==> src/rtl/proc_pkg.sv <==
// Shared processor constants and the fetch-stage state encoding.
package proc_pkg;

  localparam int INSTR_W = 34;
  localparam int ADDR_W  = 24;
  localparam logic [ADDR_W-1:0] RESET_PC = 24'h0;

  typedef enum logic [1:0] {
    IDLE    = 2'd0,
    WAIT    = 2'd1,
    DISCARD = 2'd2
  } fetch_state_t;

endpackage

==> src/rtl/pc_register.sv <==
// Program counter: async reset to RESET_PC, redirect load wins over fetch increment.
module pc_register #(
  parameter int ADDR_W = proc_pkg::ADDR_W,
  parameter logic [ADDR_W-1:0] RESET_PC = proc_pkg::RESET_PC
) (
  input  logic              clk,
  input  logic              rst_n,
  input  logic              i_load,
  input  logic [ADDR_W-1:0] i_loadPc,
  input  logic              i_inc,
  output logic [ADDR_W-1:0] o_pc
);

  logic [ADDR_W-1:0] r_pc;

  always_ff @(posedge clk or negedge rst_n) begin
    if (!rst_n) begin
      r_pc <= RESET_PC;
    end else if (i_load) begin
      r_pc <= i_loadPc;
    end else if (i_inc) begin
      r_pc <= r_pc + ADDR_W'(1);
    end
  end

  assign o_pc = r_pc;

endmodule

==> src/rtl/fetch_stage.sv <==
// Instruction fetch: one outstanding imem read, IF/ID register with ready/valid
// handshake, and branch redirect that flushes or discards the in-flight fetch.
module fetch_stage #(
  parameter int INSTR_W = proc_pkg::INSTR_W,
  parameter int ADDR_W  = proc_pkg::ADDR_W,
  parameter logic [ADDR_W-1:0] RESET_PC = proc_pkg::RESET_PC
) (
  input  logic               clk,
  input  logic               rst_n,
  output logic               imem_req,
  output logic [ADDR_W-1:0]  imem_addr,
  input  logic               imem_rvalid,
  input  logic [INSTR_W-1:0] imem_rdata,
  input  logic               redirect_valid,
  input  logic [ADDR_W-1:0]  redirect_pc,
  output logic               if_valid,
  input  logic               if_ready,
  output logic [INSTR_W-1:0] if_instr,
  output logic [ADDR_W-1:0]  if_pc,
  output logic [ADDR_W-1:0]  if_pc_plus1
);

  import proc_pkg::*;

  fetch_state_t      r_state;
  fetch_state_t      w_nextState;
  logic              r_started;
  logic [ADDR_W-1:0] r_issAddr;
  logic [ADDR_W-1:0] w_pc;
  logic              w_outFree;
  logic              w_issue;
  logic              w_accept;

  // Issuing only when the IF/ID register is empty or draining means a response never finds it full.
  assign w_outFree = !if_valid || if_ready;
  assign w_issue   = r_started && (r_state == IDLE) && !redirect_valid && w_outFree;
  assign w_accept  = (r_state == WAIT) && imem_rvalid && !redirect_valid;

  assign imem_req  = w_issue;
  assign imem_addr = w_issue ? w_pc : '0;

  pc_register #(
    .ADDR_W   (ADDR_W),
    .RESET_PC (RESET_PC)
  ) u_pcReg (
    .clk      (clk),
    .rst_n    (rst_n),
    .i_load   (redirect_valid),
    .i_loadPc (redirect_pc),
    .i_inc    (w_issue),
    .o_pc     (w_pc)
  );

  always_comb begin
    w_nextState = r_state;
    case (r_state)
      IDLE: begin
        if (w_issue) w_nextState = WAIT;
      end
      WAIT: begin
        if (imem_rvalid)         w_nextState = IDLE;
        else if (redirect_valid) w_nextState = DISCARD;
      end
      DISCARD: begin
        if (imem_rvalid) w_nextState = IDLE;
      end
      default: w_nextState = IDLE;
    endcase
  end

  // r_started holds off the first issue until the edge after reset release.
  always_ff @(posedge clk or negedge rst_n) begin
    if (!rst_n) begin
      r_state   <= IDLE;
      r_started <= 1'b0;
    end else begin
      r_state   <= w_nextState;
      r_started <= 1'b1;
    end
  end

  always_ff @(posedge clk or negedge rst_n) begin
    if (!rst_n) begin
      r_issAddr <= '0;
    end else if (w_issue) begin
      r_issAddr <= w_pc;
    end
  end

  always_ff @(posedge clk or negedge rst_n) begin
    if (!rst_n) begin
      if_valid    <= 1'b0;
      if_instr    <= '0;
      if_pc       <= '0;
      if_pc_plus1 <= '0;
    end else if (w_accept) begin
      if_valid    <= 1'b1;
      if_instr    <= imem_rdata;
      if_pc       <= r_issAddr;
      if_pc_plus1 <= r_issAddr + ADDR_W'(1);
    end else if (redirect_valid || if_ready) begin
      if_valid    <= 1'b0;
    end
  end

endmodule
==> config.mk <==
export PLATFORM = sky130hd
export DESIGN_NAME = fetch_stage
export DESIGN_NICKNAME = d
export VERILOG_FILES = /design/src/rtl/proc_pkg.sv /design/src/rtl/pc_register.sv /design/src/rtl/fetch_stage.sv
export SDC_FILE = /design/constraint.sdc
export NUM_CORES = 1
export LEC_CHECK = 0
export CORE_MARGIN = 2
export CORE_UTILIZATION = 53
export CTS_BUF_LIST = sky130_fd_sc_hd__clkbuf_2 sky130_fd_sc_hd__clkbuf_4 sky130_fd_sc_hd__clkbuf_8
export DETAILED_ROUTE_END_ITERATION = 10
export HOLD_SLACK_MARGIN = 0.08
export PLACE_DENSITY = 0.88
export REMOVE_ABC_BUFFERS = 1
export SLEW_MARGIN = 25
export SYNTH_ARGS = -nofsm -noshare
export SYNTH_HDL_FRONTEND = slang
export SYNTH_SLANG_ARGS = --single-unit
export TNS_END_PERCENT = 10
==> constraint.sdc <==
create_clock -name clk -period 3 [get_ports clk]
set_input_delay 0.45 -clock clk [delete_from_list [all_inputs] [get_ports clk]]
set_output_delay 0.45 -clock clk [all_outputs]
set_load 0.005 [all_outputs]
==> impl_metrics.ini, run 1 <==
[run_status]
status = finished, final reports clean

[min_path]
hp-class = reg -> reg
holdPathStages = 2

[final_layout]
seq_area_um2 = 3350
area_growth_syn_to_layout_pct = 39.3
stdcell_area_um2 = 8330
multi_input_area_um2 = 2470
n_antenna_cell = 0
nNetsFinal = 871
drive_gt1_frac = 0.0720
num-fill-cells = 768

[logic_synthesis]
yosys_warnings = 0
synth_top_flop_cell = dfrtp_1
syn_area_per_cell_um2 = 9.33
seq_area_frac_synth = 0.561
synth_edf_count = 0
synthMostInstantiatedCell = nand2_1
yosysTopAreaCell = dfrtp_1
synth_area_um2 = 5980
netlist_instances = 641
ys_seq_elements = 134
synthTopCellsByArea = dfrtp_1 (56%), nand2_1 (15%), a21o_1 (3.4%)
synth_top_area_frac = 0.561
synth_common_cells = nand2_1 (232), dfrtp_1 (134), o21ai_0 (35)
ys_types = 45
async_flop_share = 1.00

[sta]
layout_setup_ws_ns = 0.114
fin_hold_ws_ns = 0.476
fin_tns_setup_ns = 0
setup_viol = 0
slew_violations = 0
hold_viol_final = 0
maxSlewHeadroom = 0.356
min_period_ns = 2.89
skew_ns = 0.0168
max_freq_mhz = 346
worst_pin_slew_ns = 0.967
fin_crit_sh = 0.962
rsz0062_at_grt = false

[clocking]
cts-resized-gates = 0
tritoncts = built
root_buffer = clkbuf_8
post_cts_buffers = 0
cts_buffer_depth = 2
cts_buffers = 17
cts.sinks = 134
htreeDepth = 4
clkLatencyLatePin_ns = 0.44
clk_pin_slew_worst_paths_ns = 0.08

[place]
io_buffer_count = 170
dp_hpwl_mm = 11.3
place_area_um2 = 7830
dp_slack_ns = 0.150
gp_congestion = 0.860

[floorplan]
die_h_um = 110
row_count = 38
die_area_um2 = 12200
ios = 171
die_x_um = 110
core_area_um2 = 10900
initial_core_util = 0.547

[route]
wl_met1_mm = 6.49
highest_layer = met4
met2_wirelength_mm = 8.10
routed_wl_mm = 15.9
vias_per_cell = 5.49
drt_iter0_drc = 296
wl_met3_um = 999
routedWlPerCell_um = 16.6
drc = 0
dr.pass1.iters = 5
drtAntennaViolNets = 0
via_count = 5263

[power_and_ir_drop]
p_leak_nw = 3.95
irDropWorstVdd_uv = 439
power_mw = 6.21
power_density_nw_per_um2 = 745

[critical_path]
path_depth = 7
cp_max_fo = 29
crit_path_max_incr_delay_ns = 0.50
path_class = in -> out
crit_slowest_cell = clkdlybuf4s50_1
rrSetupSlack_ns = 0.98
start_kind = primary input
cp_common_cell = clkdlybuf4s50_1
worst-path-buf-inv = 4
crit_chain = clkdlybuf4s50_1 -> nand2b_1 -> nand4b_4 -> inv_2 -> nand2_1 -> inv_1 -> clkdlybuf4s50_1
critPathTopFamily = buffers and inverters
crit_required_ns = 2.55
r2r_cells = 7
cp-end-kind = output pin
cp_data_arrival_time_ns = 2.44

[grt]
grt_use_total = 0.271
grt_pass1_vias = 5195
grt_pass1_wl_mm = 25.1
grt_max_degree = 105
grt.overflow.total = 0
antenna_found_initial = 0

[run]
maxCapViolCount = 0
path summary, 6_finish.rpt:
check	from	endpoint
worst max-delay path	if_ready	imem_addr[4]
worst min-delay path	if_instr[30]$_DFFE_PN0P_	if_instr[30]$_DFFE_PN0P_
worst max register to register	if_valid$_DFFE_PN0P_	u_pcReg.o_pc[20]$_DFFE_PN0P_
worst min register to register	if_instr[30]$_DFFE_PN0P_	if_instr[30]$_DFFE_PN0P_
max in group asynchronous	rst_n	if_pc_plus1[1]$_DFFE_PN0P_
min in group asynchronous	rst_n	r_issAddr[0]$_DFFE_PN0P_
registers in the layout, summed over array words and instances, names as in the netlist:
register,flops
u_pcReg.o_pc,24
r_issAddr,24
if_pc,24
if_instr,34
if_pc_plus1,24
r_state,2
if_valid,1
r_started,1
routing by layer:
layer / up-vias / global-route usage
met5: - / 0
met1: 2568 / 0.331
met2: 192 / 0.472
li1: 2478 / -
met4: 0 / 0.108
met3: 25 / 0.0535
metrics by stage:
step                      cells  utilization
after global routing        959        0.762
after floorplan             606            -
final                       959        0.762
after detailed placement    926        0.716
after CTS                   959        0.762
after global placement      926        0.716
logic make-up (layout without fill, tap and decap cells):
logic type,after synthesis,count (layout),synth area share
mux,1,1,0.00188
buf+inv,42,220,0.0291
simple gates,347,347,0.269
compound gates,91,91,0.101
xor+xnor,23,23,0.0337
fa+ha+maj,2,2,0.00418
other cells,1,1,0.000627
flops,134,134,0.561
where the power goes:
part	internal (mW)	total (mW)	switching, mW	leakage, nW
clock network	1.11	1.84	0.734	0.248
registers	2.30	2.72	0.426	1.70
logic	1.01	1.64	0.632	2.00
placed cells by master (no fill, tap or decap), types with 2 or more instances in the layout:
cell type	netlist	routed
nor2_1	19	18
clkdlybuf4s50_1	0	169
bufinv_16	0	6
o21ai_1	3	3
nand3b_1	4	4
a31oi_1	2	2
o21ai_0	35	35
nand3_1	17	16
inv_6	0	2
nor2_2	1	2
nor3_1	8	8
nand2_1	232	232
a221o_1	7	7
a21oi_1	2	2
dfrtp_1	134	134
nor2b_1	2	2
a21o_1	27	27
inv_1	6	6
buf_4	3	8
o211ai_1	5	5
or3_1	4	4
buf_12	0	2
clkinv_4	0	5
ha_1	2	2
nand3_2	3	3
xor2_1	13	13
nand4_1	14	14
xnor2_1	10	10
and3_1	10	9
o311ai_0	2	2
a22oi_1	5	5
a32oi_1	2	2
clkbuf_8	0	18
and4_1	3	3
and2_1	20	20
worst min-delay path, stage by stage (launching register included):
cell and delay, ns:
dfrtp_1 0.34, nand2_1 0.05, nand2_1 0.06
layout make-up:
class / count / share of cell area
clock buffers: 18 / 0.0297
multi-input cells: 465 / 0.297
repair buffers: 181 / 0.218
well taps: 140 / 0.0210
inverters: 7 / 0.00315
clock inverters: 14 / 0.0296
flip-flops and latches: 134 / 0.402
timing repair:
item,4_1_cts,5_1_grt
hold buffers,1,0
endpoints found under the setup margin,0,0
hold endpoints to repair,74,0
No activity file was read; power rests on OpenSTA's default activity.
==> run 2: changes to the inputs <==
--- a/config.mk
+++ b/config.mk
@@ -5,6 +5,7 @@
 export SDC_FILE = /design/constraint.sdc
 export NUM_CORES = 1
 export LEC_CHECK = 0
+export CAP_MARGIN = 5
 export CORE_MARGIN = 2
 export CORE_UTILIZATION = 53
 export CTS_BUF_LIST = sky130_fd_sc_hd__clkbuf_2 sky130_fd_sc_hd__clkbuf_4 sky130_fd_sc_hd__clkbuf_8
==> constraint.sdc (replaced) <==
create_clock -name clk -period 3 [get_ports clk]
set_input_delay 0.45 -clock clk [delete_from_list [all_inputs] [get_ports clk]]
set_output_delay 0.45 -clock clk [all_outputs]
set_load 0.02 [all_outputs]
==> run 2 against run 1 <==
Effect of this change:
- count of clock-buffer cells in the layout up 2
- sequential cell count stayed put
- largest cell class unchanged
- first-iteration DRC count is 17% higher
- sequential power is essentially flat
- total power is 3.6% higher
- critical endpoint is now imem_addr[23]
- highest routed layer unchanged
- clock power is 14% lower
- cell count rose by 0.21%
==> impl_metrics.ini, run 2 (same netlist as run 1, synthesis figures left out) <==
[final_layout]
regMostFlops = if_instr
final_cell_mix = nand2_1 (232), clkdlybuf4s50_1 (169), dfrtp_1 (134), o21ai_0 (35), a21o_1 (27)
mostFrequentLayoutCell = nand2_1
n_antenna_cell = 0
area_growth_syn_to_layout_pct = 38.4
drive_gt1_frac = 0.0743
largest_register_ffs = 34
num-fill-cells = 750
nNetsFinal = 873

[min_path]
hp-class = reg -> reg

[power_and_ir_drop]
power_density_nw_per_um2 = 777
irDropWorstVdd_uv = 452
p_leak_nw = 3.92
power_mw = 6.43

[floorplan]
die_x_um = 110
die_h_um = 110
row_count = 38
die_area_um2 = 12200
ios = 171
core_area_um2 = 10900
initial_core_util = 0.547

[clocking]
clk_pin_slew_worst_paths_ns = 0.07
cts_buffer_depth = 2
cts.sinks = 134
cts_buffers = 17
htreeDepth = 4
tritoncts = built
cts-resized-gates = 0
clkLatencyLatePin_ns = 0.44
root_buffer = clkbuf_8

[route]
via_count = 5326
dr.pass1.iters = 7
routed_wl_mm = 16.4
routedWlPerCell_um = 17.1
vias_per_cell = 5.54
drtAntennaViolNets = 0
drc = 0
drt_iter0_drc = 346

[place]
io_buffer_count = 170
gp_congestion = 0.841
dp_hpwl_mm = 11.7
dp_slack_ns = 0.183

[sta]
hold_viol_final = 0
worst_pin_slew_ns = 0.967
fin_tns_setup_ns = 0
layout_setup_ws_ns = 0.170
min_period_ns = 2.83
rsz0062_at_grt = false
maxSlewHeadroom = 0.356
setup_viol = 0
slew_violations = 0
fin_crit_sh = 0.943
skew_ns = 0.0164
max_freq_mhz = 353

[critical_path]
start_kind = primary input
path_class = in -> out
cp-end-kind = output pin
rrSetupSlack_ns = 1.05
crit_required_ns = 2.55
cp_max_fo = 42
cp_data_arrival_time_ns = 2.38

[grt]
grt.overflow.total = 0
grt_pass1_vias = 5415
grt_use_total = 0.284
grt_pass1_wl_mm = 26.2
antenna_found_initial = 0
grt_max_degree = 105

[run]
maxCapViolCount = 0

[run_status]
status = finished, final reports clean
run 2: worst paths after layout:
path                            depth (start not counted)                         from                      endpoint
worst max-delay path                                    7                     if_ready                 imem_addr[23]
worst min-delay path                                    2     if_instr[17]$_DFFE_PN0P_      if_instr[17]$_DFFE_PN0P_
worst max register to register                          6  u_pcReg.o_pc[0]$_DFFE_PN0P_  u_pcReg.o_pc[14]$_DFFE_PN0P_
worst min register to register                          2     if_instr[17]$_DFFE_PN0P_      if_instr[17]$_DFFE_PN0P_
max in group asynchronous                               3                        rst_n      if_instr[29]$_DFFE_PN0P_
min in group asynchronous                               2                        rst_n   u_pcReg.o_pc[0]$_DFFE_PN0P_
run 2: report_power, final:
group	switching, mW	internal (mW)
sequential	0.429	2.30
combinational	1.10	1.02
clock	0.697	0.886
run 2: per-layer routing:
layer | share of wire | routed length [µm] | track usage | up-vias
met3 | 0.062 | 1020 | 0.0623 | 46
met5 | 0 | 0 | 0 | -
met2 | 0.51 | 8440 | 0.478 | 204
li1 | - | - | - | 2478
met1 | 0.39 | 6470 | 0.342 | 2598
met4 | 0.031 | 503 | 0.151 | 0
run 2: stage by stage:
stage          hold slack (ns)   util  cells  instance area (µm²)
2_1_floorplan            0.154      -    606                 5830
3_3_place_gp             0.437  0.717    928                 7840
3_5_place_dp             0.444  0.717    928                 7840
4_1_cts                  0.482  0.757    961                 8280
5_1_grt                  0.495  0.757    961                 8280
6_report                 0.476  0.757    961                 8280
run 2: timing repair:
| action | 4_1_cts | 5_1_grt |
|---|---|---|
| hold buffers | 1 | 0 |
| buffers inserted | 0 | 0 |
| hold endpoints to repair | 51 | 0 |
run 2: area by class of cell:
type	instances	area, µm²	area share
Multi-Input combinational cell	465	2470	0.298
Clock inverter	12	150	0.0181
Tap cell	140	175	0.0212
Sequential cell	134	3350	0.405
Inverter	7	26.3	0.00317
Clock buffer	20	275	0.0332
Timing Repair Buffer	183	1830	0.221
run 2: critical path, stage by stage:
cell	delay (ns)
clkdlybuf4s50_1	0.45
nand2b_1	0.22
nand4b_4	0.13
inv_2	0.08
buf_12	0.20
and2_1	0.21
clkdlybuf4s50_1	0.62
